## config.mk

```make
export PLATFORM = sky130hd
export DESIGN_NAME = sfp_seq
export DESIGN_NICKNAME = d
export VERILOG_FILES = /design/src/rtl/sfp_pkg.sv /design/src/rtl/sfp_seq.sv
export SDC_FILE = /design/constraint.sdc
export NUM_CORES = 1
export LEC_CHECK = 0
export CAP_MARGIN = 20
export CELL_PAD_IN_SITES_DETAIL_PLACEMENT = 1
export CELL_PAD_IN_SITES_GLOBAL_PLACEMENT = 1
export CORE_MARGIN = 2
export CORE_UTILIZATION = 40
export CTS_CLUSTER_SIZE = 24
export DETAILED_ROUTE_END_ITERATION = 8
export GPL_TIMING_DRIVEN = 0
export PLACE_DENSITY_LB_ADDON = 0.25
export SLEW_MARGIN = 20
export SYNTH_ARGS = -nofsm -noshare
export SYNTH_HDL_FRONTEND = slang
export SYNTH_SLANG_ARGS = --single-unit
export TNS_END_PERCENT = 30
```

## constraint.sdc

```tcl
create_clock -name clk -period 2.2 [get_ports clk]
set_clock_uncertainty 0.05 [all_clocks]
set_input_delay 0.22 -clock clk [delete_from_list [all_inputs] [get_ports clk]]
set_output_delay 0.22 -clock clk [all_outputs]
set_load 0.01 [all_outputs]
```

## src/rtl/sfp_pkg.sv

```systemverilog
// Shared constants and state encoding for the sfp lane and its sequencer.
package sfp_pkg;

    localparam int CNT_BW  = 8;
    localparam int PSUM_BW = 16;
    localparam int BW      = 4;

    typedef enum logic [2:0] {
        ST_IDLE  = 3'd0,
        ST_CLR   = 3'd1,
        ST_ACC   = 3'd2,
        ST_DRAIN = 3'd3,
        ST_RELU  = 3'd4,
        ST_DONE  = 3'd5
    } sfp_state_e;

endpackage

```

## src/rtl/sfp_seq.sv

```systemverilog
// Command sequencer for the sfp lane: clear, stream n_acc psums from the FIFO,
// optional ReLU step, then a one-cycle done pulse.
module sfp_seq
    import sfp_pkg::*;
#(
    parameter int cnt_bw = CNT_BW
) (
    input  logic              clk,
    input  logic              reset,
    input  logic              start,
    input  logic [cnt_bw-1:0] n_acc,
    input  logic              relu_en,
    input  logic              fifo_empty,
    output logic              fifo_rd,
    output logic              sfp_reset,
    output logic              sfp_acc,
    output logic              sfp_relu,
    output logic              busy,
    output logic              done,
    output logic [cnt_bw-1:0] rd_cnt
);

    sfp_state_e        state_q, state_d;
    logic [cnt_bw-1:0] n_q, n_d;
    logic              relu_q, relu_d;
    logic [cnt_bw-1:0] rd_cnt_q, rd_cnt_d;
    logic              acc_q;
    logic              rd;

    always_ff @(posedge clk or posedge reset) begin
        if (reset) begin
            state_q  <= ST_IDLE;
            n_q      <= '0;
            relu_q   <= 1'b0;
            rd_cnt_q <= '0;
            acc_q    <= 1'b0;
        end else begin
            state_q  <= state_d;
            n_q      <= n_d;
            relu_q   <= relu_d;
            rd_cnt_q <= rd_cnt_d;
            acc_q    <= rd;
        end
    end

    always_comb begin
        state_d  = state_q;
        n_d      = n_q;
        relu_d   = relu_q;
        rd_cnt_d = rd_cnt_q;
        rd       = 1'b0;
        case (state_q)
            ST_IDLE: begin
                if (start) begin
                    state_d  = ST_CLR;
                    n_d      = n_acc;
                    relu_d   = relu_en;
                    rd_cnt_d = '0;
                end
            end
            ST_CLR: begin
                if (n_q != '0)  state_d = ST_ACC;
                else if (relu_q) state_d = ST_RELU;
                else             state_d = ST_DONE;
            end
            ST_ACC: begin
                // Only ACC can read, and n_q >= 1 here, so n_q - 1 cannot wrap.
                rd = !fifo_empty && (rd_cnt_q < n_q);
                if (rd) begin
                    rd_cnt_d = rd_cnt_q + cnt_bw'(1);
                    if (rd_cnt_q == n_q - cnt_bw'(1)) state_d = ST_DRAIN;
                end
            end
            ST_DRAIN: state_d = relu_q ? ST_RELU : ST_DONE;
            ST_RELU:  state_d = ST_DONE;
            ST_DONE:  state_d = ST_IDLE;
            default:  state_d = ST_IDLE;
        endcase
    end

    assign fifo_rd   = rd;
    assign sfp_acc   = acc_q;
    assign sfp_reset = (state_q == ST_CLR);
    assign sfp_relu  = (state_q == ST_RELU);
    assign done      = (state_q == ST_DONE);
    assign busy      = (state_q != ST_IDLE);
    assign rd_cnt    = rd_cnt_q;

endmodule

```

==> metrics.txt, run 1 <==
dpl hpwl roughly 2900 um; Inst Count DP 217; first-pass GRT wire length just under 7000 um; Inserted Diodes 0; drt first pass iters 6; Post-synth EDFFs 0; Post-DRT Antenna Nets 0; CP required between 1500 and 2000 ps; RSZ-0062 raised after global routing yes; Pwr Density around 1200 nW/um2; chip width around 64 um; XOR/XNOR Fraction of Synth Area 0.0652; non-filler cells in the finished layout 228; largest family of logic cells by synthesized area simple AND/OR/NAND/NOR gates; max-slew violation count 0; Synth area leaders dfrtp_1 36%, ha_1 8.7%, mux2_1 7.0%; Slew @ Worst Pin approximately 840 ps; Max H-tree Level 1; kind of path behind the tightest hold check in2async; DRT iter0 DRCs ~110; max_cap viols 0; GP Congestion around 0.76; final setup vio count 0; Rel. slew slack 0.440; row cnt 21; CTS root buffer clkbuf_4; worst skew pair latency 300 ps; CP Max Fanout 5; setup tns final 0 ps; P_leak 0.808 nW; outcome complete, no violations; Yosys Warn Count 0; DRC violations left 0; Total Wirelength 4080 um; Unique masters post-synth 41; Fin. Hold Viols 0; # hold bufs at CTS 0; CTS tree built; number of port buffers 26; Clock transition at path regs 130 ps; Sink Count 21; CP endpoint kind output port; post-synthesis compound-gate area fraction 0.0904; critical path class reg2out; Worst VDD drop 0.000523 V; layout net count 206; io pins 27; Yosys reg bits 21; Die Height 64 um; post-synthesis adder-cell area fraction 0.0869; Syn Nets 168; Vias per Instance roughly 5.6; worst hold slack 323 ps; post-synthesis mux area share 0.133; layout cell share with drive strength beyond 1 0.187; largest net degree at the start of global routing 22; Fmax around 470 MHz; largest area contributor in the netlist dfrtp_1; Syn Area/Cell 9.93 um2; clk buf depth 2; crit path time final roughly 2100 ps; gr ovfl total 0; Synth Flop Type dfrtp_1; area added between synthesis and finish 31.5%; GRT Resource Usage Total 0.213; synthesized instance count 145; Routed WL per cell 17.9 um; Synth top area share 0.365; Core Box Area 3390 um2; post-synthesis sequential area ratio 0.365; Crit path arrival time 1870 ps; Initial Utilization 0.425; initial antenna violation count 0; fin crit share 0.972; vias in the first global route approximately 1400; die area 4100 um2; vias 1270; post-synthesis simple-gate area fraction 0.216; power after layout around 0.0022 W; ys async rst share 1.00; Setup crit start kind flip-flop; CTS buffer count 3; mapped cell area 1440 um2; final cell utilization of the core 0.559
==> critical path, cell delays in order, from the launching register on <==
cell and delay [ps]:
dfrtp_1 470, ha_1 380, a211oi_2 240, o21ai_2 110, nor3_2 200, buf_2 160
==> metrics by stage <==
step / setup slack [ps] / instance area, um2
6_report: 61.0 / 1890
5_1_grt: -71.1 / 1890
4_1_cts: -3.43 / 1870
3_5_place_dp: -567 / 1760
3_3_place_gp: -435 / 1760
2_1_floorplan: 109 / 1440
==> where the power goes <==
part | internal (W) | leakage (nW) | total [W] | switching (W)
combinational | 0.000619 | 0.529 | 0.00129 | 0.000669
sequential | 0.000530 | 0.261 | 0.000702 | 0.000172
clock | 0.0000677 | 0.0177 | 0.000191 | 0.000123
total | 0.00122 | 0.808 | 0.00218 | 0.000964
==> cell families after synthesis <==
| kind of cell | Yosys count |
|---|---|
| flip-flops | 21 |
| multiplexers | 18 |
| adder cells (fa/ha/maj) | 10 |
| buffers and inverters | 16 |
| AO/OA/AOI/OAI | 18 |
| XOR/XNOR | 9 |
| AND/OR/NAND/NOR | 53 |
==> cell usage in the layout, fill, tap and decap left out, drive strengths merged, types with 2 or more instances in the layout <==
cell type       n
o21ai           2
o211ai          2
dfrtp          21
and3b           2
mux2            9
nor2b           2
nor4            5
or3             2
nand2          14
nor2            4
nor3            3
mux2i           9
nand3           7
buf            10
a21oi           5
xor2            3
nand2b          6
nor3b           2
clkdlybuf4s50  25
ha             10
clkbuf          6
xnor2           6
inv            11
nand3b          2
==> registers in the layout, indices dropped and copies added, names as in the netlist <==
name	cells
sfp_acc	1
state_q	3
n_q	8
rd_cnt	8
relu_q	1
==> worst paths after layout <==
kind,startpoint,endpoint,slack (ps),cells after the start
max,rd_cnt[7],fifo_rd,60,5
min in group clk,relu_en,relu_q,450,2
min,reset,n_q[7],320,2
max reg2reg,rd_cnt[7],rd_cnt[7],70,6
max in group asynchronous,reset,rd_cnt[1],1200,2
min reg2reg,relu_q,relu_q,470,1
==> final cells by class <==
class	count	area, um2
Fill cell	376	1500
Multi-Input combinational cell	108	907
Sequential cell	21	532
Timing Repair Buffer	33	308
Tap cell	46	57.6
Inverter	11	41.3
Clock buffer	3	22.5
Buffer	5	21.3
Clock inverter	1	5.00
==> per-layer routing <==
| layer | part of all wire | vias up | global-route usage |
|---|---|---|---|
| met1 | 0.41 | 628 | 0.256 |
| met2 | 0.53 | 42 | 0.376 |
| met5 | 0 | - | 0 |
| li1 | - | 590 | - |
| met3 | 0.030 | 10 | 0.0370 |
| met4 | 0.025 | 0 | 0.0842 |
==> cell usage after synthesis, types with 2 or more instances <==
library cell	count
mux2_1	9
nand2b_1	6
nand2_1	14
nor3_1	2
ha_1	10
inv_1	11
o211ai_1	2
clkbuf_1	3
nor4_1	5
nand3_1	7
a21oi_1	5
nor2_1	3
nand3b_1	2
nor2b_1	2
dfrtp_1	21
xor2_1	2
xnor2_1	5
mux2i_1	9
nor3b_1	2
buf_2	2
and3b_1	2
or3_1	2
==> timing repair <==
item | CTS | global route
endpoints found under the hold margin | 0 | 0
pin swaps | 4 | 4
setup endpoints to repair | 5 | 9
gates resized for setup | 12 | 8
setup buffers | 10 | 0
No activity file was read; power rests on OpenSTA's default activity.
==> inputs of run 2 (changes only) <==
--- a/config.mk
+++ b/config.mk
@@ -5,11 +5,12 @@
 export SDC_FILE = /design/constraint.sdc
 export NUM_CORES = 1
 export LEC_CHECK = 0
+export ABC_AREA = 1
 export CAP_MARGIN = 20
 export CELL_PAD_IN_SITES_DETAIL_PLACEMENT = 1
 export CELL_PAD_IN_SITES_GLOBAL_PLACEMENT = 1
 export CORE_MARGIN = 2
-export CORE_UTILIZATION = 40
+export CORE_UTILIZATION = 38
 export CTS_CLUSTER_SIZE = 24
 export DETAILED_ROUTE_END_ITERATION = 8
 export GPL_TIMING_DRIVEN = 0
==> metrics.txt, run 2 <==
outcome complete, no violations; post-synthesis mux area share 0.00765 (-0.125); area added between synthesis and finish 30.4%; Seq pwr share 0.307 (-0.015); largest net degree at the start of global routing 22 (unchanged); Clk pwr share 0.125 (+0.038); P_int 0.00115 W (-5.1%); Comb power frac 0.569 (-0.022); Fmax 498 MHz (+6.6%); post-synthesis sequential area ratio 0.357 (-0.00806); P_leak 0.933 nW (+16%); dpl hpwl 3120 um (+8.8%); Setup crit start kind flip-flop; Pwr Density 1120 nW/um2 (-2.6%); Core Box Area 3690 um2 (+8.8%); Worst VDD drop 0.000491 V (-6.0%); GRT met2 Usage 0.393 (+0.0162); Syn Area/Cell 7.59 um2 (-24%); post-synthesis adder-cell area fraction 0.0850 (-0.00192); vias in the first global route 1478 (+6.4%); Unique masters post-synth 28 (-32%); XOR/XNOR Fraction of Synth Area 0.0416 (-0.0235); setup tns final 0 ps (unchanged); Yosys Warn Count 0 (unchanged); CP required 1930 ps (about the same); Slew @ Worst Pin 852 ps (+12.1 ps); kind of path behind the tightest hold check in2async; worst hold slack 387 ps (+64.7 ps); power after layout 0.00215 W (-1.3%); Max H-tree Level 1 (unchanged); largest family of logic cells by synthesized area simple AND/OR/NAND/NOR gates; CP endpoint kind output port; CP Max Fanout 6 (+1); Synth Flop Type dfrtp_1; Sink Count 21 (unchanged); Post-synth top cells 40 x nand2_1, 24 x nor2_1, 21 x dfrtp_1; final cell utilization of the core 0.521 (-0.0382); Crit path arrival time 1740 ps (-130 ps); most frequent cells in the layout 40 x nand2_1, 25 x clkdlybuf4s50_1, 24 x nor2_1, 18 x inv_1; drt first pass iters 4 (-2); CTS root buffer clkbuf_8; Post-DRT Antenna Nets 0 (unchanged); met3 Usage GRT 0.0170 (-0.0199); max-slew violation count 0 (unchanged); row cnt 22 (+4.8%); ys async rst share 1.00 (unchanged); Routed WL per cell 15.0 um (-16%); layout net count 259 (+26%); Max stage delay cell, worst path dfrtp_1; Vias per Instance 5.04 (-9.5%); reg2reg start n_q[0]; GRT Resource Usage Total 0.210 (-0.00311); critical path class reg2out; Synth top area share 0.357 (-0.00806); most common cell after layout, fill and taps aside nand2_1; number of port buffers 26 (unchanged); Total Wirelength 4250 um (+4.1%); worst skew pair latency 260 ps (-40 ps); post-synthesis compound-gate area fraction 0.111 (+0.0209); Clock transition at path regs 80 ps (-50 ps); met1 Use GR 0.250 (-0.00615); Fin. Hold Viols 0 (unchanged); first-pass GRT wire length 7020 um (+3.4%); chip width 66.3 um (+3.5%); Syn Nets 217 (+29%); worst reg-to-reg path cell count 12 (+6); fin crit share 0.912 (-0.0600); io pins 27 (unchanged); gr ovfl total 0 (unchanged); DRC violations left 0 (unchanged); CTS tree built; max_cap viols 0 (unchanged); Synth area leaders dfrtp_1 36%, nand2_1 10%, ha_1 8.5%; Initial Utilization 0.399 (-0.0256); DRT iter0 DRCs 17 (-84%); Rel. slew slack 0.432 (-0.00810); largest area contributor in the netlist dfrtp_1; Switch Pwr 0.000998 W (+3.6%); Die Height 66.3 um (+3.5%); clk buf depth 2 (unchanged); post-synthesis simple-gate area fraction 0.317 (+0.101); delay of the slowest critical-path stage 460 ps (about the same); crit path time final 2010 ps (-132 ps); die area 4390 um2 (+7.2%); sw frac 0.464 (+0.0218); vias 1427 (+12%); R2R Path End state_q[0]; worst reg2reg setup slack 330 ps (+260 ps); CTS buffer count 3 (unchanged); mapped cell area 1470 um2 (+2.3%); synthesized instance count 194 (+34%); GRT busiest layer met2; initial antenna violation count 0 (unchanged); most frequent cell after synthesis nand2_1; layout cell share with drive strength beyond 1 0.179 (-0.00809); final setup vio count 0 (unchanged); RSZ-0062 raised after global routing no; worst path cell trace ha_1 -> nand2_1 -> o21a_1 -> nand4_4 -> inv_1 -> clkbuf_2; Inserted Diodes 0 (unchanged); Yosys reg bits 21 (unchanged); GP Congestion 0.768 (+0.55%); Post-synth EDFFs 0 (unchanged)
run 2: cell families after synthesis:
group / after synthesis
fa+ha+maj: 10
mux: 1
buf+inv: 28
compound gates: 31
flops: 21
simple gates: 96
xor+xnor: 7
run 2: what timing repair did:
item / 4_1_cts / 5_1_grt
setup endpoints to repair: 1 / 1
hold buffers: 0 / 0
pin swaps: 1 / 2
setup buffers: 8 / 3
resized for setup: 5 / 3
run 2: layer usage:
metal	share of wire	up-vias
li1	-	707
met1	0.43	690
met2	0.53	24
met3	0.021	6
met4	0.015	0
met5	0	-
run 2: worst max path at each step:
stage | from | end | slack (ps) | depth (start not counted)
final | rd_cnt[6] | fifo_rd | 190 | 6
after global routing | rd_cnt[5] | fifo_rd | 110 | 6
after CTS | n_q[2] | fifo_rd | 20 | 8
after detailed placement | rd_cnt[7] | fifo_rd | 2 | 6
after global placement | rd_cnt[5] | fifo_rd | 20 | 6
after floorplan | rd_cnt[5] | rd_cnt[2] | 550 | 8
run 2: metrics by stage:
stage	cells	instance area, um2	setup WS (ps)
floorplan	194	1470	550
global placement	268	1790	21.3
detailed placement	268	1790	1.93
CTS	280	1900	21.4
global route	283	1920	105
finish	283	1920	193
run 2: final cells by class:
type                    instances  area [um2]
well taps                      48        60.1
repair buffers                 37         338
plain buffers                   2        18.8
clock buffers                   4        45.0
flip-flops and latches         21         531
inverters                      26         100
fillers                       490        1770
multi-input cells             145         828
run 2: power groups by stage:
stage	Combinational (W)	Sequential (W)	Clock (W)
floorplan	0.000759	0.000657	0
finish	0.00122	0.000660	0.000268
global route	0.00137	0.000674	0.000292
global placement	0.00105	0.000674	0
detailed placement	0.00112	0.000688	0
CTS	0.00120	0.000659	0.000276
run 2: worst max-delay path: cells and delay by family, from the launching register on:
family	cells	cell delay, ps
flip-flops	1	460
adder cells (fa/ha/maj)	1	330
buffers and inverters	2	240
AND/OR/NAND/NOR	2	230
AO/OA/AOI/OAI	1	200
==> inputs of run 3 (changes only) <==
==> constraint.sdc (replaced) <==
create_clock -name clk -period 2.2 [get_ports clk]
set_clock_uncertainty 0.05 [all_clocks]
set_input_delay 0.44 -clock clk [delete_from_list [all_inputs] [get_ports clk]]
set_output_delay 0.44 -clock clk [all_outputs]
set_load 0.01 [all_outputs]
==> metrics.txt, run 3 (synthesis gave the netlist of run 2 again) <==
final setup vio count 0 (unchanged); largest net degree at the start of global routing 22 (unchanged); reg2reg start n_q[3]; Fmax 468 MHz (-6.1%); Pwr Density 1120 nW/um2 (+0.22%); Core Box Area 3690 um2 (unchanged); DRC violations left 0 (unchanged); layout cell share with drive strength beyond 1 0.247 (+0.0682); setup tns final 0 ps (unchanged); max-slew violation count 0 (unchanged); vias 1497 (+4.9%); most frequent cells in the layout 40 x nand2_1, 25 x clkdlybuf4s50_1, 24 x nor2_1, 20 x buf_4, 16 x a21oi_1; DRT iter0 DRCs 41 (+24); initial antenna violation count 0 (unchanged); worst skew pair latency 270 ps (about the same); CP endpoint kind output port; CP Max Fanout 7 (+1); most common cell after layout, fill and taps aside nand2_1; worst reg-to-reg path cell count 12 (unchanged); Critical Path End fifo_rd; vias in the first global route 1532 (+3.7%); Setup crit start kind flip-flop; CTS root buffer clkbuf_8; Post-DRT Antenna Nets 0 (unchanged); Register Area 533 um2 (+0.47%); Slew @ Worst Pin 868 ps (+16.5 ps); Routed WL per cell 16.2 um (+7.9%); critical path class reg2out; first-pass GRT wire length 7290 um (+3.8%); io pins 27 (unchanged); P_leak 0.957 nW (+2.5%); kind of path behind the tightest hold check reg2reg; Rel. slew slack 0.421 (-0.0110); Initial Utilization 0.399 (unchanged); layout net count 267 (+3.1%); Total Wirelength 4710 um (+11%); Inserted Diodes 0 (unchanged); fill cell count 481 (-1.8%); die area 4390 um2 (unchanged); outcome complete, no violations; power after layout 0.00229 W (+6.3%); CTS tree built; row cnt 22 (unchanged); area of the multi-input gates 882 um2 (+6.5%); fin crit share 0.971 (+0.0589); Fin. Hold Viols 0 (unchanged); Crit. Startpoint rd_cnt[2]; GRT Resource Usage Total 0.219 (+0.00859); R2R Path End rd_cnt[6]; gr ovfl total 0 (unchanged); dpl hpwl 3120 um (unchanged); Vias per Instance 5.14 (+2.0%); area added between synthesis and finish 38.3%; crit path time final 2140 ps (+129 ps); Worst VDD drop 0.000507 V (+3.1%); CTS buffer count 3 (unchanged); max_cap viols 0 (unchanged); Die Height 66.3 um (unchanged); worst hold slack 507 ps (+120 ps); Sink Count 21 (unchanged); clk buf depth 2 (unchanged); Crit path arrival time 1650 ps (-90 ps); CP required 1710 ps (-220 ps); Max H-tree Level 1 (unchanged); number of port buffers 26 (unchanged); worst reg2reg setup slack 240 ps (-90 ps); chip width 66.3 um (unchanged); drt first pass iters 4 (unchanged); Clock transition at path regs 80 ps (about the same); GP Congestion 0.768 (unchanged)
run 3: cell types whose count changed in the layout (fill, tap and decap cells not counted), sizes merged:
cell	delta
buf	+9
clkbuf	-1
run 3: power breakdown:
group	leakage, nW	switching, W	total (W)	internal, W
Sequential	0.251	0.000136	0.000656	0.000520
Combinational	0.684	0.000787	0.00136	0.000575
Clock	0.0228	0.000139	0.000269	0.000130
run 3: timing repair:
action	CTS	global route
setup endpoints to repair	1	1
pin swaps	5	2
resized for setup	12	8
hold buffers	0	0
buffers inserted	14	5
run 3: worst min path at each step:
stage	start	endpoint	cells past startpoint
after CTS	relu_q	relu_q	1
after global placement	relu_q	relu_q	1
after detailed placement	relu_q	relu_q	1
after global routing	relu_q	relu_q	1
after floorplan	reset	n_q[0]	1
final	relu_q	relu_q	1
run 3: critical path, cell delays in order, from the launching register on:
cell and delay, ps:
dfrtp_2 460, ha_1 300, nand2_1 50, o21ai_1 140
nand2_1 130, nand4_4 130, inv_2 40, buf_2 130
run 3: area by class of cell:
type | instances | share of cell area
multi-input combinational | 145 | 0.433
sequential | 21 | 0.262
timing repair buffer | 45 | 0.195
inverter | 26 | 0.0491
tap | 48 | 0.0295
clock buffer | 4 | 0.0221
buffer | 2 | 0.00921
run 3: layer usage:
layer / up-vias / global-route usage / wire, um / part of all wire
met5: - / 0 / 0 / 0
met4: 0 / 0.0791 / 105 / 0.022
met3: 12 / 0.0170 / 117 / 0.025
met2: 27 / 0.414 / 2550 / 0.54
met1: 732 / 0.254 / 1940 / 0.41
li1: 726 / - / - / -
run 3: through the flow:
step / util / setup WS [ps] / cells / instance area [um2]
2_1_floorplan: - / 391 / 194 / 1470
3_3_place_gp: 0.486 / -199 / 268 / 1790
3_5_place_dp: 0.486 / -218 / 268 / 1790
4_1_cts: 0.531 / 39.2 / 286 / 1960
5_1_grt: 0.552 / -18.8 / 291 / 2040
6_report: 0.552 / 63.5 / 291 / 2040
